==> src/rtl/width_funnel_buffer_if.sv <==
// ---------------------------------------------------------------------------
// width_funnel_buffer_if
// Handshake bundle for width_funnel_buffer.
//   in_valid / in_accept / in_data    : IWidth input word stream
//   out_valid / out_ready / out_data  : OWidth output word stream
// master : the side that feeds words in and consumes words out
// slave  : the funnel itself
// ---------------------------------------------------------------------------
interface width_funnel_buffer_if #(
    parameter int IWidth = 32,
    parameter int OWidth = 64
);
    logic              in_valid;
    logic              in_accept;
    logic [IWidth-1:0] in_data;
    logic              out_valid;
    logic              out_ready;
    logic [OWidth-1:0] out_data;

    modport master (output in_valid, in_data, out_ready,
                    input  in_accept, out_valid, out_data);
    modport slave  (input  in_valid, in_data, out_ready,
                    output in_accept, out_valid, out_data);
endinterface

==> src/rtl/width_funnel_buffer.sv <==
// ---------------------------------------------------------------------------
// width_funnel_buffer
// Input FIFO of IWidth words, followed by an integer-ratio IWidth->OWidth
// repacker, followed by an output-beat period counter.
//   clk, rst_n : single rising-edge clock, asynchronous active-low reset
//   bus        : width_funnel_buffer_if.slave (input stream / output stream)
//   count_o    : output transfers so far in the current period
//   done_o     : high in the cycle of the Threshold-th transfer of a period
// Optional feature macro: BEAT_COUNTER_EN. When undefined the counter is not
// built and count_o/done_o are tied to 0; the data path is identical.
// ---------------------------------------------------------------------------
module width_funnel_buffer #(
    parameter  int IWidth    = 32,
    parameter  int OWidth    = 64,
    parameter  int Buffering = 8,
    parameter  int Threshold = 4,
    localparam int CW        = (Threshold > 1) ? $clog2(Threshold) : 1
) (
    input  logic                 clk,
    input  logic                 rst_n,
    width_funnel_buffer_if.slave bus,
    output logic [CW-1:0]        count_o,
    output logic                 done_o
);
    localparam int K   = (OWidth > IWidth) ? OWidth / IWidth : IWidth / OWidth;
    localparam int IXW = (K > 1) ? $clog2(K) : 1;
    localparam int PW  = (Buffering > 1) ? $clog2(Buffering) : 1;
    localparam int OCW = $clog2(Buffering + 1);

    // ---------------- input FIFO ----------------
    logic [IWidth-1:0] mem_q [Buffering];
    logic [PW-1:0]     wr_ptr_q, wr_ptr_d, rd_ptr_q, rd_ptr_d;
    logic [OCW-1:0]    occ_q, occ_d;
    logic              rdy_q;   // holds in_accept low through the first edge after reset
    logic              full, empty, push, pull;
    logic [IWidth-1:0] head;

    assign full          = (occ_q == OCW'(Buffering));
    assign empty         = (occ_q == '0);
    assign bus.in_accept = rdy_q && !full;   // full refuses even while draining
    assign push          = bus.in_valid && bus.in_accept;
    assign head          = mem_q[rd_ptr_q];

    always_comb begin
        wr_ptr_d = wr_ptr_q;
        rd_ptr_d = rd_ptr_q;
        occ_d    = occ_q;
        if (push) wr_ptr_d = (wr_ptr_q == PW'(Buffering - 1)) ? '0 : wr_ptr_q + PW'(1);
        if (pull) rd_ptr_d = (rd_ptr_q == PW'(Buffering - 1)) ? '0 : rd_ptr_q + PW'(1);
        if (push && !pull)      occ_d = occ_q + OCW'(1);
        else if (pull && !push) occ_d = occ_q - OCW'(1);
    end

    always_ff @(posedge clk or negedge rst_n) begin
        if (!rst_n) begin
            wr_ptr_q <= '0;
            rd_ptr_q <= '0;
            occ_q    <= '0;
            rdy_q    <= 1'b0;
        end else begin
            wr_ptr_q <= wr_ptr_d;
            rd_ptr_q <= rd_ptr_d;
            occ_q    <= occ_d;
            rdy_q    <= 1'b1;
        end
    end

    // storage needs no reset: occupancy alone defines what is valid
    always_ff @(posedge clk) begin
        if (push) mem_q[wr_ptr_q] <= bus.in_data;
    end

    // ---------------- repacker ----------------
    generate
        if (OWidth > IWidth) begin : g_n2w
            // gather K words, first word in the LSB slice
            logic [OWidth-1:0] data_q, data_d;
            logic [IXW-1:0]    idx_q, idx_d;
            logic              ov_q, ov_d;

            // a stalled full output blocks pulls; on the transfer edge the
            // pulled word starts the next output (no bubble)
            assign pull         = !empty && (!ov_q || bus.out_ready);
            assign bus.out_valid = ov_q;
            assign bus.out_data  = data_q;

            always_comb begin
                data_d = data_q;
                idx_d  = idx_q;
                ov_d   = ov_q;
                if (ov_q && bus.out_ready) ov_d = 1'b0;
                if (pull) begin
                    data_d[idx_q*IWidth +: IWidth] = head;
                    if (idx_q == IXW'(K - 1)) begin
                        idx_d = '0;
                        ov_d  = 1'b1;
                    end else begin
                        idx_d = idx_q + IXW'(1);
                    end
                end
            end

            always_ff @(posedge clk or negedge rst_n) begin
                if (!rst_n) begin
                    data_q <= '0;
                    idx_q  <= '0;
                    ov_q   <= 1'b0;
                end else begin
                    data_q <= data_d;
                    idx_q  <= idx_d;
                    ov_q   <= ov_d;
                end
            end
        end else begin : g_w2n
            // one wide word emitted as K chunks, LSB chunk first; K==1 is a
            // plain register stage that can load and emit in the same cycle
            logic [IWidth-1:0] data_q, data_d;
            logic [IXW-1:0]    idx_q, idx_d;
            logic              ov_q, ov_d;
            logic              last;

            assign last          = (idx_q == IXW'(K - 1));
            assign pull          = !empty && (!ov_q || (bus.out_ready && last));
            assign bus.out_valid = ov_q;
            assign bus.out_data  = data_q[idx_q*OWidth +: OWidth];

            always_comb begin
                data_d = data_q;
                idx_d  = idx_q;
                ov_d   = ov_q;
                if (ov_q && bus.out_ready) begin
                    if (last) begin
                        ov_d  = 1'b0;
                        idx_d = '0;
                    end else begin
                        idx_d = idx_q + IXW'(1);
                    end
                end
                if (pull) begin
                    data_d = head;
                    ov_d   = 1'b1;
                    idx_d  = '0;
                end
            end

            always_ff @(posedge clk or negedge rst_n) begin
                if (!rst_n) begin
                    data_q <= '0;
                    idx_q  <= '0;
                    ov_q   <= 1'b0;
                end else begin
                    data_q <= data_d;
                    idx_q  <= idx_d;
                    ov_q   <= ov_d;
                end
            end
        end
    endgenerate

    // ---------------- output beat counter ----------------
`ifdef BEAT_COUNTER_EN
    logic [CW-1:0] cnt_q, cnt_d;
    logic          fire;

    assign fire    = bus.out_valid && bus.out_ready;
    assign done_o  = fire && (cnt_q == CW'(Threshold - 1));
    assign cnt_d   = done_o ? '0 : (fire ? cnt_q + CW'(1) : cnt_q);
    assign count_o = cnt_q;

    always_ff @(posedge clk or negedge rst_n) begin
        if (!rst_n) cnt_q <= '0;
        else        cnt_q <= cnt_d;
    end
`else
    assign count_o = '0;
    assign done_o  = 1'b0;
`endif
endmodule

==> src/flat_wrapper.sv <==
// flat-port wrapper written by rule: the top's interface ports become plain ports
module width_funnel_buffer_flat 
#(
    parameter  int IWidth    = 32,
    parameter  int OWidth    = 64,
    parameter  int Buffering = 8,
    parameter  int Threshold = 4,
    localparam int CW        = (Threshold > 1) ? $clog2(Threshold) : 1
)
  (clk, rst_n, count_o, done_o, bus_in_valid, bus_in_data, bus_out_ready, bus_in_accept, bus_out_valid, bus_out_data);
  width_funnel_buffer_if #(.IWidth(IWidth), .OWidth(OWidth)) bus_i ();
  input  logic clk;
  input  logic rst_n;
  output logic [CW-1:0] count_o;
  output logic done_o;
  input wire logic [$bits(bus_i.in_valid)-1:0] bus_in_valid;
  input wire logic [$bits(bus_i.in_data)-1:0] bus_in_data;
  input wire logic [$bits(bus_i.out_ready)-1:0] bus_out_ready;
  output wire logic [$bits(bus_i.in_accept)-1:0] bus_in_accept;
  output wire logic [$bits(bus_i.out_valid)-1:0] bus_out_valid;
  output wire logic [$bits(bus_i.out_data)-1:0] bus_out_data;
  assign bus_i.in_valid = bus_in_valid;
  assign bus_i.in_data = bus_in_data;
  assign bus_i.out_ready = bus_out_ready;
  assign bus_in_accept = bus_i.in_accept;
  assign bus_out_valid = bus_i.out_valid;
  assign bus_out_data = bus_i.out_data;
  width_funnel_buffer #(.IWidth(IWidth), .OWidth(OWidth), .Buffering(Buffering), .Threshold(Threshold)) u_core (.clk(clk), .rst_n(rst_n), .bus(bus_i), .count_o(count_o), .done_o(done_o));
endmodule
==> config.mk <==
export PLATFORM = sky130hd
export DESIGN_NAME = width_funnel_buffer_flat
export DESIGN_NICKNAME = d
export VERILOG_FILES = /design/src/rtl/width_funnel_buffer_if.sv /design/src/rtl/width_funnel_buffer.sv /design/src/flat_wrapper.sv
export SDC_FILE = /design/constraint.sdc
export NUM_CORES = 1
export LEC_CHECK = 0
export ABC_AREA = 1
export CAP_MARGIN = 40
export CORE_ASPECT_RATIO = 0.5
export CORE_MARGIN = 2
export CORE_UTILIZATION = 35
export DETAILED_ROUTE_END_ITERATION = 16
export DONT_BUFFER_PORTS = 1
export PLACE_DENSITY = 0.47
export SYNTH_ARGS = -nofsm -noshare
export SYNTH_HDL_FRONTEND = slang
export SYNTH_SLANG_ARGS = --single-unit
==> constraint.sdc <==
create_clock -name clk -period 10.2 [get_ports clk]
set_input_delay 2.55 -clock clk [delete_from_list [all_inputs] [get_ports clk]]
set_output_delay 2.55 -clock clk [all_outputs]
set_load 0.01 [all_outputs]
### After elaboration in Yosys (flattened, before gate mapping)

Memory sizes are Yosys's and may differ from the RTL's.
Index checks and enable logic that the tools add are counted.

* bitwise operators: 0
* equality and inequality tests: 3
* magnitude comparators: 0
* div/mod/pow operators: 0
* $add $sub $neg: 6
* reductions and logical operators: 14
* multiplexer cells: 11
* shift operators: 2
* multiply operators: 0

Operators with widths (count)
* 64-bit bitwise mux: 1
* 32-bit by 34-bit variable shift with 64-bit output, first input constant: 1
* 32-bit by 34-bit variable part select with 64-bit output: 1
* 6-bit negation with 34-bit output: 1
* 4-bit two-way mux: 2
* 3-bit by 1-bit adder with 3-bit output, second input constant: 2
* 3-bit == test, second input constant: 2
* 1-bit logical AND: 6
* 1-bit two-way mux: 6
* 3-bit two-way mux: 2
* 1-bit logical NOT: 5
* 4-bit by 1-bit adder with 4-bit output, second input constant: 1
* 4-bit == test, second input constant: 1
* 4-bit logical NOT: 1
* 4-bit by 1-bit subtractor with 4-bit output, second input constant: 1
* 2-bit nonzero test: 1
* 1-bit adder, second input constant: 1
* 1-bit logical OR: 1

* bits of input ports: 36
* RAM bits: 256
* memories: 1
* latch bits: 0
* register bits after elaboration: 77
* logic and storage cells: 44
* output and inout port bits: 69
* memory bits (read-only): 0

Memory list
* u_core.mem_q: depth 8, bits a word 32, rd ports 1, clocked after memory_dff 0, wr ports 1, RTL line width_funnel_buffer.sv:31 `logic [IWidth-1:0] mem_q [Buffering];`

### Logic depth before layout (Yosys ltp)

* depth after elaboration: 8
* depth in mapped cells: 14
* mapped depth without buffers: 14

### Worst setup path after synthesis

Ideal clock, no wire load.

* path type: input port to flip-flop
* start: in bus_in_valid
* end: mem u_core.mem_q[6][0], enable pin
* setup slack: 4687 ps
* arrival time: 5052 ps
* stages: 3
* buffers on the path: 1
* library setup time: 461 ps
* data required time: 9739 ps
* cells stage by stage: nand3_1 -> buf_2 -> nor3_1

* word-level cells in the longest chain between the ends: 3

Ends and longest elaborated chain
* start: declaration: RTL line flat_wrapper.sv:16 `input wire logic [$bits(bus_i.in_valid)-1:0] bus_in_valid;`
* 1-bit logical AND: RTL line width_funnel_buffer.sv:41 `assign push = bus.in_valid && bus.in_accept;`
* 1-bit two-way mux: RTL line width_funnel_buffer.sv:70 `if (push) mem_q[wr_ptr_q] <= bus.in_data;`
* 1-bit two-way mux (implied by the code): RTL line width_funnel_buffer.sv:70
* end: declaration: RTL line width_funnel_buffer.sv:31

No other way between the ends.

### Worst setup path after layout

* start: reg u_core.occ_q[0]
* end: out bus_in_accept

* word-level cells in the longest chain between the ends: 3

Ends and longest elaborated chain
* start: declaration: RTL line width_funnel_buffer.sv:33 `logic [OCW-1:0] occ_q, occ_d;`
* start signal: assignment: RTL line width_funnel_buffer.sv:58 `occ_q <= '0;`
* start signal: assignment: RTL line width_funnel_buffer.sv:63 `occ_q <= occ_d;`
* 4-bit == test: RTL line width_funnel_buffer.sv:38 `assign full = (occ_q == OCW'(Buffering));`
* 1-bit logical NOT: RTL line width_funnel_buffer.sv:40 `assign bus.in_accept = rdy_q && !full;`
* 1-bit logical AND: RTL line width_funnel_buffer.sv:40
* end: declaration: RTL line flat_wrapper.sv:19 `output wire logic [$bits(bus_i.in_accept)-1:0] bus_in_accept;`

No other way between the ends.

==> qor.txt <==
Worst Tran Pin Value -> 0.824 ns
Crit. End Element -> output pin
Netlist cell types -> 22
Max Cap Viol -> 0
Startpoint types -> register
Routed Antenna Nets -> 0
Final setup viols -> 0
Area growth from synthesis to layout -> 11.9%
Worst EP arrival -> 1.40 ns
TritonCTS clock tree -> built
GRT overflow -> 0
HPWL Detailed -> 17.6 mm
Remaining DRCs -> 0
Num CTS Buffers -> 34
Drt first pass iters -> 5
Num rows -> 51
Fin Clk Skew -> 0.0105 ns
Gr usage total -> 16.4%
Layout cell share with drive strength beyond 1 -> 6.30%
Part of the cycle the worst path needs -> 38.7%
First-pass GRT wire length -> 52.1 mm
Worst-Skew Late Latency -> 0.52 ns
Worst Setup Slack, final -> 6.25 ns
Final hold viol count -> 0
Vias in the first global route -> 8653
Worst path bufs/invs -> 0
Initial antenna violation count -> 0
Post-CTS sizing -> 0
Cts hold-fix bufs -> 0
F_max -> 253 MHz
Detailed-route via count -> 8834
TritonCTS Sinks -> 333
DR iter-0 viols -> 592
Worst-path clk slew -> 0.06 ns
# nets final -> 1383
Pre-CTS setup slack -> 5.71 ns
Final min period -> 3.95 ns
RSZ-0062 raised after global routing -> false
Critical path's top delay family -> simple AND/OR/NAND/NOR gates
Leakage -> 0.00683 µW
Crit Path Class -> reg2out
TNS Setup -> 0 ns
Crit-path max FO -> 4
CP max stage delay -> 0.44 ns
Ant. Diodes -> 0
Yosys warns -> 0
Layout fillers -> 3683
Post-synthesis register bit count -> 333
Die area -> 0.0416 mm²
Post-Syn Area -> 0.0140 mm²
Worst min-delay path class -> reg2reg
Maximum root-to-sink buffer count -> 3
CTS root buf -> clkbuf_16
Syn avg cell area -> 10.4 µm²
IO Pins -> 105
Routed length per placed instance -> 17.6 µm
Seq/Total Area, Yosys -> 68.9%
H-tree depth -> 2
Crit-path cells -> nor2_1 > nand3_1 > and2_1
Largest net degree at the start of global routing -> 78
Status -> finished clean
Setup bufs post-CTS -> 0
CP max-delay cell -> dfrtp_1
Pins Over Slew Limit -> 0
Die height -> 145 µm
Routability cong. -> 0.741
PortBufs -> 0
IR drop worst, VDD -> 141 µV
Pwr dens -> 292 mW/mm²
Syn Inst Count -> 1348
Drt total wl -> 33.2 mm
Rel. slew slack -> 45.0%
Initial core utilization -> 35.7%
Via/cell ratio -> 4.66
Req. time, crit path -> 7.65 ns
Die width -> 286 µm
Core box area -> 0.0391 mm²
[flip-flops by register name, indices dropped and copies added, names as in the netlist]
register / cells
u_core.mem_q: 256
u_core.bus.out_data: 64
u_core.occ_q: 4
u_core.rd_ptr_q: 3
u_core.wr_ptr_q: 3
u_core.bus.out_valid: 1
u_core.g_n2w.idx_q: 1
u_core.rdy_q: 1
[worst register-to-register path: cells and delay by family (launching register included)]
kind | cells | cell delay, ns
buffers and inverters | 2 | 1.34
flip-flops | 1 | 0.68
AND/OR/NAND/NOR | 5 | 0.58
[routing by layer]
layer	up-vias	part of all wire (%)	global-route usage (%)	wire [µm]
met3	46	4.7	3.54	1580
met5	-	0	0	0
met2	146	48	27.8	16000
met4	0	1.4	3.66	482
li1	4304	-	-	-
met1	4338	46	21.6	15200
[cells in the mapped netlist]
| master | count | area [µm²] |
|---|---|---|
| nand2_1 | 475 | 1780 |
| o21ai_0 | 7 | 35.0 |
| buf_4 | 14 | 105 |
| nor2_4 | 2 | 22.5 |
| inv_1 | 207 | 777 |
| fa_1 | 1 | 20.0 |
| nor2_1 | 3 | 11.3 |
| or2_2 | 1 | 6.26 |
| nand2_4 | 1 | 11.3 |
| clkbuf_1 | 8 | 30.0 |
| dfrtp_1 | 77 | 1930 |
| buf_1 | 2 | 7.51 |
| nor3_1 | 8 | 40.0 |
| inv_2 | 3 | 11.3 |
| edfxtp_1 | 256 | 7690 |
| buf_2 | 41 | 205 |
| ha_1 | 7 | 87.6 |
| xnor2_1 | 2 | 17.5 |
| and2_1 | 1 | 6.26 |
| nand3_1 | 229 | 1150 |
| xor2_1 | 1 | 8.76 |
| conb_1 | 2 | 7.51 |
[area by class of cell]
cell class	instances	area [µm²]	area share, %
multi-input cells	742	3250	20.8
well taps	530	663	4.25
clock buffers	55	1050	6.75
repair buffers	18	200	1.28
flip-flops and latches	333	9620	61.6
clock inverters	6	28.8	0.184
inverters	210	791	5.07
[final timing paths]
check	startpoint	endpoint	slack, ns	depth (start not counted)
max in group asynchronous	rst_n	u_core.bus.out_data[40]	8.34	0
hold / removal	u_core.bus.out_data[19]	u_core.bus.out_data[19]	0.55	2
setup / recovery	u_core.occ_q[0]	bus_in_accept	6.25	3
setup reg to reg	u_core.rd_ptr_q[0]	u_core.bus.out_data[15]	7.49	7
hold reg to reg	u_core.bus.out_data[19]	u_core.bus.out_data[19]	0.55	2
min in group asynchronous	rst_n	u_core.bus.out_data[19]	1.73	0
[power by group]
| group | internal (µW) | total (µW) | switching, µW | leakage [µW] |
|---|---|---|---|---|
| Sequential | 1700 | 1940 | 240 | 0.00325 |
| Combinational | 423 | 1400 | 977 | 0.00305 |
| Clock | 707 | 1210 | 501 | 0.000534 |
| Total | 2830 | 4550 | 1720 | 0.00683 |
[logic make-up (layout without fill, tap and decap cells)]
family,count (synthesis),count (layout),synth area share (%)
AOI/OAI and AO/OA,7,7,0.251
buffers and inverters,275,289,8.14
adders and majority gates,8,8,0.771
and+or+nand+nor,720,720,21.7
other,2,4,0.0538
DFF,333,333,68.9
xor gates and xnor gates,3,3,0.188
[layout by cell type, fill, tap and decap left out, types with 3 or more instances in the layout]
cell | netlist | final
edfxtp_1 | 256 | 256
nor3_2 | 0 | 8
inv_2 | 3 | 4
buf_4 | 14 | 14
clkbuf_1 | 8 | 12
o21ai_0 | 7 | 7
clkbuf_16 | 0 | 37
nand2_1 | 475 | 475
conb_1 | 2 | 4
clkinv_2 | 0 | 5
clkbuf_8 | 0 | 6
nor2_1 | 3 | 3
inv_1 | 207 | 205
dfrtp_1 | 77 | 74
nand3_1 | 229 | 229
ha_1 | 7 | 7
[metrics by stage]
stage	hold slack (ns)	cells	power [µW]	utilization, %	instance area [µm²]
after floorplan	0.499	1350	2940	-	14000
after global placement	0.540	1829	3320	36.9	14400
after detailed placement	0.536	1833	3400	37.1	14500
after CTS	0.554	1894	4630	39.9	15600
after global routing	0.572	1894	4890	39.9	15600
final	0.549	1894	4550	39.9	15600
No activity file was read; power rests on OpenSTA's default activity.
